[config.mk]
export PLATFORM = sky130hd
export DESIGN_NAME = mul_share_arbiter
export DESIGN_NICKNAME = d
export VERILOG_FILES = /design/src/rtl/mul_share_arbiter.sv
export SDC_FILE = /design/constraint.sdc
export NUM_CORES = 1
export LEC_CHECK = 0
export CAP_MARGIN = 20
export CORE_MARGIN = 2
export CORE_UTILIZATION = 30
export CTS_BUF_LIST = sky130_fd_sc_hd__clkbuf_2
export CTS_CLUSTER_DIAMETER = 30
export DETAILED_ROUTE_END_ITERATION = 16
export GPL_ROUTABILITY_DRIVEN = 0
export PLACE_DENSITY = 0.77
export SLEW_MARGIN = 10
export SYNTH_ARGS = -nofsm -noshare
export SYNTH_HDL_FRONTEND = slang
export SYNTH_SLANG_ARGS = --single-unit
[constraint.sdc]
create_clock -name clk -period 2.7 [get_ports clk]
set_clock_uncertainty 0.2 [all_clocks]
set_input_delay 0.27 -clock clk [delete_from_list [all_inputs] [get_ports clk]]
set_output_delay 0.27 -clock clk [all_outputs]
set_load 0.005 [all_outputs]
[src/rtl/mul_share_arbiter.sv]
// mul_share_arbiter: round-robin sharing of one multicycle signed multiplier among N_REQ requesters.
// Latency: req seen in IDLE -> req_ack + mul_start next cycle; rsp_valid one cycle after mul_done.
// Backpressure: requesters hold req/operands until req_ack; one multiply in flight; option MUL_TIMEOUT_EN.
module mul_share_arbiter #(
    parameter int N_REQ   = 2,
    parameter int DW      = 16,
    parameter int TIMEOUT = 31
) (
    input  logic                clk,
    input  logic                reset,
    input  logic [N_REQ-1:0]    req,
    input  logic [N_REQ*DW-1:0] req_a,
    input  logic [N_REQ*DW-1:0] req_b,
    output logic [N_REQ-1:0]    req_ack,
    output logic [N_REQ-1:0]    rsp_valid,
    output logic [DW-1:0]       rsp_result,
    output logic                rsp_err,
    output logic                busy,
    output logic                mul_start,
    output logic [DW-1:0]       mul_a,
    output logic [DW-1:0]       mul_b,
    input  logic [DW-1:0]       mul_result,
    input  logic                mul_done
);

    localparam int PW = (N_REQ > 1) ? $clog2(N_REQ) : 1;
    localparam logic [N_REQ-1:0] ONE_HOT0 = 1;

    // Reject configurations the arbiter was not built for at elaboration time.
    if (N_REQ < 2 || N_REQ > 8 || TIMEOUT < 1) begin : g_bad_param
        $error("mul_share_arbiter: N_REQ must be 2..8 and TIMEOUT >= 1");
    end

    typedef enum logic [1:0] {
        S_IDLE  = 2'd0,
        S_ISSUE = 2'd1,
        S_WAIT  = 2'd2,
        S_RESP  = 2'd3
    } state_t;

    state_t        state;
    logic [PW-1:0] rr_ptr;
    logic [PW-1:0] grant;
    logic [PW-1:0] winner;
    logic [PW-1:0] next_ptr;
    logic          found;
    logic [DW-1:0] sel_a;
    logic [DW-1:0] sel_b;

`ifdef MUL_TIMEOUT_EN
    localparam int TW = (TIMEOUT > 1) ? $clog2(TIMEOUT + 1) : 1;
    logic [TW-1:0] wait_cnt;
`endif

    // Wrap a requester index back into 0..N_REQ-1 (rr_ptr + offset never exceeds 2*N_REQ-2).
    function automatic int wrap_idx(input int v);
        return (v >= N_REQ) ? v - N_REQ : v;
    endfunction

    // Round-robin pick: first pending requester starting at rr_ptr, plus its operands.
    always_comb begin
        winner = '0;
        found  = 1'b0;
        sel_a  = '0;
        sel_b  = '0;
        for (int k = 0; k < N_REQ; k++) begin
            for (int j = 0; j < N_REQ; j++) begin
                if (!found && req[j] && (j == wrap_idx(int'(rr_ptr) + k))) begin
                    found  = 1'b1;
                    winner = PW'(j);
                    sel_a  = req_a[j*DW +: DW];
                    sel_b  = req_b[j*DW +: DW];
                end
            end
        end
    end

    // Pointer moves to the requester just after the one being answered.
    always_comb begin
        next_ptr = (grant == PW'(N_REQ - 1)) ? '0 : grant + 1'b1;
    end

    // Control FSM; every output is registered so pulses are clean single cycles.
    always_ff @(posedge clk or posedge reset) begin
        if (reset) begin
            state      <= S_IDLE;
            rr_ptr     <= '0;
            grant      <= '0;
            mul_a      <= '0;
            mul_b      <= '0;
            rsp_result <= '0;
            req_ack    <= '0;
            rsp_valid  <= '0;
            mul_start  <= 1'b0;
            busy       <= 1'b0;
`ifdef MUL_TIMEOUT_EN
            rsp_err    <= 1'b0;
            wait_cnt   <= '0;
`endif
        end else begin
            req_ack   <= '0;
            rsp_valid <= '0;
            mul_start <= 1'b0;
            case (state)
                S_IDLE: begin
                    if (found) begin
                        mul_a     <= sel_a;
                        mul_b     <= sel_b;
                        grant     <= winner;
                        req_ack   <= ONE_HOT0 << winner;
                        mul_start <= 1'b1;
                        busy      <= 1'b1;
                        state     <= S_ISSUE;
                    end
                end
                S_ISSUE: begin
`ifdef MUL_TIMEOUT_EN
                    wait_cnt <= '0;
`endif
                    state <= S_WAIT;
                end
                S_WAIT: begin
                    // Operands stay untouched here: the multiplier samples sign bits at completion.
                    if (mul_done) begin
                        rsp_result <= mul_result;
`ifdef MUL_TIMEOUT_EN
                        rsp_err    <= 1'b0;
`endif
                        rsp_valid  <= ONE_HOT0 << grant;
                        state      <= S_RESP;
                    end
`ifdef MUL_TIMEOUT_EN
                    else if (wait_cnt == TW'(TIMEOUT - 1)) begin
                        rsp_result <= '0;
                        rsp_err    <= 1'b1;
                        rsp_valid  <= ONE_HOT0 << grant;
                        state      <= S_RESP;
                    end else begin
                        wait_cnt <= wait_cnt + 1'b1;
                    end
`endif
                end
                S_RESP: begin
                    rr_ptr <= next_ptr;
                    busy   <= 1'b0;
                    state  <= S_IDLE;
                end
                default: state <= S_IDLE;
            endcase
        end
    end

`ifndef MUL_TIMEOUT_EN
    assign rsp_err = 1'b0;
`endif

endmodule
==> results of run 1 <==
==> synthesized netlist by cell type <==
cell type | number | area (µm²)
a21oi_1 | 33 | 165.2
a21boi_4 | 1 | 18.77
nand2_2 | 1 | 6.260
inv_1 | 6 | 22.52
nor2_1 | 34 | 127.6
a32oi_1 | 32 | 280.3
ha_1 | 4 | 50.05
mux2_1 | 17 | 191.4
o32a_1 | 1 | 10.01
clkbuf_1 | 2 | 7.510
and3_1 | 1 | 6.260
buf_2 | 5 | 25.02
and2_1 | 1 | 6.260
o21a_1 | 1 | 7.510
o21bai_1 | 1 | 7.510
buf_6 | 10 | 112.6
nand2b_1 | 1 | 6.260
o22a_1 | 1 | 8.760
o21ai_0 | 1 | 5.000
conb_1 | 1 | 3.750
nand2_1 | 1 | 3.750
dfrtp_1 | 58 | 1451
nor3b_2 | 1 | 12.51
buf_4 | 3 | 22.52
==> per-layer routing <==
metal  up-vias  track usage (%)  wire, µm
li1       1073                -         -
met1      1074            17.33      2913
met2        77            25.75      3582
met3        13            4.072       459
met4         0            6.573       117
met5         -                0         0
==> worst paths after layout <==
check	endpoint	slack [ps]	cells past startpoint	start
max	mul_b[5]$_DFFE_PP0P_	790	6	state[0]$_DFFE_PP0P_
min	rsp_result[8]$_DFFE_PP0P_	190	2	mul_result[8]
max reg2reg	mul_b[5]$_DFFE_PP0P_	790	6	state[0]$_DFFE_PP0P_
min reg2reg	rsp_valid[0]$_DFF_PP0_	290	1	grant$_DFFE_PP0P_
max in group asynchronous	mul_a[14]$_DFFE_PP0P_	1460	4	reset
min in group asynchronous	rsp_result[8]$_DFFE_PP0P_	550	4	reset
==> registers in the layout, indices dropped and copies added, names as in the netlist <==
register,count
mul_a,16
mul_b,16
rsp_result,16
req_ack,2
rsp_valid,2
state,2
busy,1
grant,1
mul_start,1
rr_ptr,1
==> worst max-delay path: cells and delay by family, from the launching register on <==
family | cells | cell delay, ps
buf+inv | 2 | 410
fa+ha+maj | 1 | 210
compound gates | 2 | 540
flops | 1 | 430
simple gates | 1 | 60
==> metrics by stage <==
stage / utilization [%] / cells / hold WS (ps)
after global placement: 48.32 / 448 / 267.8
after global routing: 49.39 / 465 / 143.0
final: 49.39 / 465 / 194.8
after floorplan: - / 217 / 201.7
after CTS: 49.39 / 465 / 134.4
after detailed placement: 48.32 / 448 / 268.8
==> report_power, final <==
| part | leakage, nW | switching [W] | internal (W) | total (W) |
|---|---|---|---|---|
| clock | 0.0631 | 0.000296 | 0.000126 | 0.000422 |
| combinational | 0.912 | 0.000752 | 0.00115 | 0.00190 |
| sequential | 0.681 | 0.000231 | 0.00130 | 0.00153 |
| total | 1.66 | 0.00128 | 0.00258 | 0.00386 |
==> placed cells by master (no fill, tap or decap), types with 2 or more instances in the layout <==
cell type,n
clkdlybuf4s50_1,138
dfrtp_1,58
nor2_1,34
a21oi_1,33
a32oi_1,32
mux2_1,17
clkbuf_2,12
buf_4,6
inv_1,5
ha_1,4
clkinv_2,3
buf_12,2
==> area by class of cell <==
type	instances	area (µm²)	share of cell area, %
Timing Repair Buffer	147	1476	36.20
Clock buffer	12	60.06	1.472
Tap cell	105	131.4	3.221
Multi-Input combinational cell	133	918.4	22.52
Clock inverter	4	18.77	0.4601
Inverter	6	22.52	0.5521
Sequential cell	58	1451	35.58
==> logic make-up after synthesis <==
kind of cell	share of synthesized area, %
compound gates	19.66
simple gates	6.602
buf+inv	7.433
mux	7.482
fa+ha+maj	1.956
flops	56.72
other cells	0.1466
==> results.json, run 1 <==
{
  "crit_path_max_incr_delay_ps": 430,
  "setup_violations": 0,
  "hold_viol": 0,
  "n_fill_cell": 777,
  "diodes": 0,
  "grt_pass1_wl_mm": 10.41,
  "io_pins": 140,
  "syn_avg_cell_area_um2": 11.79,
  "overflow": 0,
  "required_ps": 2880,
  "grt_max_degree": 31,
  "worstPathArrival_ps": 2080,
  "cts.clk_slew.worst_paths_ps": 150,
  "ant_nets": 0,
  "wirelength_mm": 7.073,
  "path_cells": "inv_1, ha_1, o21a_2, buf_4, nor2_1, a21oi_1",
  "ys_seq_elements": 58,
  "vias": 2237,
  "p_leak_nw": 1.656,
  "numCtsBuffers": 9,
  "setup_ws_ps": 794.1,
  "worst_setup_path_end_kind": "flop",
  "syn_area_um2": 2559,
  "layout-drive-gt1-share_pct": 7.778,
  "clockBufferDepth": 2,
  "drt-pass1-iter-count": 4,
  "place_area_um2": 3990,
  "fmax_ghz": 0.5247,
  "cts_sinks": 58,
  "die_h_um": 96.35,
  "ys_seq_area_share_pct": 56.72,
  "post-route-drc-count": 0,
  "postCtsResizedCells": 0,
  "power_w": 0.003857,
  "stdcell_area_um2": 4079,
  "drt_iter0_markers": 55,
  "ys_warn_count": 0,
  "cts-root-buf": "clkbuf_2",
  "grt_antenna_before_repair": 0,
  "drv_slew": 0,
  "finalSetupTns_ps": 0,
  "clock_latency_ps": 450,
  "vias_per_cell": 4.811,
  "place_hpwl_mm": 5.331,
  "hp-class": "in -> reg",
  "cts_setup_buffers": 0,
  "crit_type": "reg -> reg",
  "fp-row-count": 33,
  "maxCapViolCount": 0,
  "tritoncts": "yes",
  "io_buffer_count": 138,
  "dieArea_um2": 9283,
  "pre_cts_ws_ps": 589.9,
  "cp_max_fo": 21,
  "power.density_nw_per_um2": 945.6,
  "initial_core_util_pct": 30.98,
  "track_usage_pct": 14.94,
  "core-area_um2": 8258,
  "nNetsFinal": 444,
  "status": "completed",
  "first_global_vias": 2238,
  "synth_nets": 306,
  "cp_slowest_cell": "dfrtp_1",
  "synth_cell_types": 24,
  "die_w_um": 96.35,
  "syn-instance-count": 217,
  "cts_htree_levels": 3,
  "ir_drop_mv": 0.4149,
  "min_period_ps": 1906,
  "worstSetupStartpointType": "flop",
  "wl_per_cell_um": 15.21,
  "period_share_pct": 70.59,
  "syn2layout_area_growth_pct": 59.41,
  "cts_hold_buf": 1,
  "rsz0062_at_grt": "no"
}
No activity file was read; power rests on OpenSTA's default activity.
==> inputs of run 2 (changes only) <==
--- a/config.mk
+++ b/config.mk
@@ -12,7 +12,7 @@
 export CTS_CLUSTER_DIAMETER = 30
 export DETAILED_ROUTE_END_ITERATION = 16
 export GPL_ROUTABILITY_DRIVEN = 0
-export PLACE_DENSITY = 0.77
+export PLACE_DENSITY = 0.79
 export SLEW_MARGIN = 10
 export SYNTH_ARGS = -nofsm -noshare
 export SYNTH_HDL_FRONTEND = slang
==> constraint.sdc (replaced) <==
create_clock -name clk -period 1.6 [get_ports clk]
set_clock_uncertainty 0.2 [all_clocks]
set_input_delay 0.16 -clock clk [delete_from_list [all_inputs] [get_ports clk]]
set_output_delay 0.16 -clock clk [all_outputs]
set_load 0.005 [all_outputs]
==> run 2 against run 1 <==
Against the previous run: maximum frequency is 19% higher; the flow now finishes with violations (negative setup slack); combinational power up 94%; critical path depth decreased by 2; total power grew 86%; critical endpoint is now state[1]$_DFFE_PP0P_; wire length grew 7.4%; sequential power is 69% higher; via count up 6.1%; worst hold slack got worse by 130 ps; worst setup slack got worse by 800 ps; first-iteration DRC count up 58%; final area grew 8.8%; core utilization increased by 4.3 points.
==> results.json, run 2 (synthesis results as in run 1) <==
{
  "p_leak_nw": 1.864,
  "final_common_cell": "clkdlybuf4s50_1",
  "die_h_um": 96.35,
  "use_met3_pct": 6.891,
  "setup_ws_ps": -5.231,
  "reg.largest.list": "mul_a (16), mul_b (16), rsp_result (16)",
  "status": "complete, but fails checks",
  "ir_drop_mv": 0.8118,
  "fin_hold_ws_ps": 64.85,
  "post-route-util_pct": 53.73,
  "numCtsBuffers": 9,
  "clockBufferDepth": 2,
  "cts-root-buf": "clkbuf_2",
  "dieArea_um2": 9283,
  "drv_slew": 0,
  "setup_violations": 1,
  "rsz0062_at_grt": "yes",
  "finalSetupTns_ps": -5.231,
  "drt-pass1-iter-count": 4,
  "io_buffer_count": 138,
  "nNetsFinal": 471,
  "vias_per_cell": 4.835,
  "final_cell_mix": "84 x clkdlybuf4s50_1, 57 x dfrtp_1, 40 x clkdlybuf4s15_1",
  "wl_per_cell_um": 15.47,
  "maxCapViolCount": 0,
  "power.density_nw_per_um2": 1619,
  "cp_max_fo": 4,
  "busiest_layer": "met2",
  "cts_sinks": 58,
  "io_pins": 140,
  "drt_iter0_markers": 87,
  "grt_max_degree": 59,
  "layout-drive-gt1-share_pct": 15.80,
  "n_fill_cell": 717,
  "power_w": 0.007183,
  "vias": 2374,
  "fmax_ghz": 0.6230,
  "grt_pass1_wl_mm": 11.08,
  "core-area_um2": 8258,
  "required_ps": 1750,
  "clock_latency_ps": 470,
  "diodes": 0,
  "min_period_ps": 1605,
  "tritoncts": "yes",
  "grt_antenna_before_repair": 0,
  "overflow": 0,
  "gr-usage-met2_pct": 26.04,
  "place_hpwl_mm": 4.989,
  "violations": "negative setup slack",
  "cts.clk_slew.worst_paths_ps": 170,
  "worstSetupStartpointType": "flop",
  "syn2layout_area_growth_pct": 73.40,
  "wirelength_mm": 7.595,
  "worst_setup_path_end_kind": "flop",
  "initial_core_util_pct": 30.98,
  "fp-row-count": 33,
  "die_w_um": 96.35,
  "ant_nets": 0,
  "post-route-drc-count": 0,
  "period_share_pct": 100.3,
  "cts_htree_levels": 3,
  "worstPathArrival_ps": 1760,
  "track_usage_pct": 15.66,
  "grt_use_met1_pct": 18.88,
  "hp-class": "in -> reg",
  "crit_type": "reg -> reg",
  "hold_viol": 0,
  "fin_cells": 491,
  "post-place-cells": 453,
  "first_global_vias": 2287
}
==> run 2: changes by cell type in the layout (fill, tap and decap cells not counted), sizes merged <==
cell,delta
clkdlybuf4s15,+40
buf,+25
dlygate4sd2,+14
clkbuf,-3
dlygate4sd3,+1
clkinvlp,+3
nand2,+1
bufinv,+1
clkdlybuf4s50,-54
clkinv,-1
inv,-1
==> run 2: worst paths after layout <==
| path | startpoint | end | slack (ps) | cells past startpoint |
|---|---|---|---|---|
| min reg2reg | grant$_DFFE_PP0P_ | rsp_valid[0]$_DFF_PP0_ | 270 | 1 |
| max reg2reg | state[1]$_DFFE_PP0P_ | state[1]$_DFFE_PP0P_ | -5 | 4 |
| max in group asynchronous | reset | state[1]$_DFFE_PP0P_ | 460 | 4 |
| min | mul_result[8] | rsp_result[8]$_DFFE_PP0P_ | 60 | 2 |
| max | state[1]$_DFFE_PP0P_ | state[1]$_DFFE_PP0P_ | -5 | 4 |
| min in group asynchronous | reset | mul_start$_DFF_PP0_ | 450 | 4 |
==> run 2: per-layer routing <==
layer / vias up / routed length (µm) / share of wire [%]
met5: - / 0 / 0
met4: 0 / 57 / 0.75
met3: 5 / 622 / 8.2
met2: 91 / 3768 / 50
met1: 1153 / 3145 / 41
li1: 1125 / - / -
==> run 2: critical path, cell delays in order (launching register included) <==
cell	delay, ps
dfrtp_2	460
buf_4	150
ha_4	210
a21oi_4	170
mux2_4	310
==> run 2: power by group <==
| group | internal [W] | switching [W] | leakage, nW |
|---|---|---|---|
| combinational | 0.00216 | 0.00153 | 1.12 |
| clock | 0.000341 | 0.000558 | 0.0612 |
| sequential | 0.00219 | 0.000398 | 0.680 |
| total | 0.00470 | 0.00248 | 1.86 |
==> run 2: timing repair <==
item | CTS | global route
resized for setup | 61 | 49
gates cloned | 1 | 1
buffers inserted | 10 | 9
pin swaps | 1 | 1
setup endpoints to repair | 74 | 89
hold buffers | 1 | 1
endpoints found under the hold margin | 58 | 1
==> run 2: cell type report <==
type / count / area (µm²) / area share [%]
Tap cell: 105 / 131.4 / 2.961
Sequential cell: 58 / 1453 / 32.74
Timing Repair Buffer: 173 / 1714 / 38.63
Clock buffer: 9 / 45.04 / 1.015
Inverter: 6 / 26.28 / 0.5922
Multi-Input combinational cell: 134 / 1008 / 22.73
Clock inverter: 6 / 58.81 / 1.325
==> run 2: metrics by stage <==
step           cell area, µm²  worst slack [ps]
3_5_place_dp             4074            -170.9
2_1_floorplan            2570             5.771
3_3_place_gp             4074            -102.5
4_1_cts                  4248            -17.13
6_report                 4437            -5.231
5_1_grt                  4437            -36.03
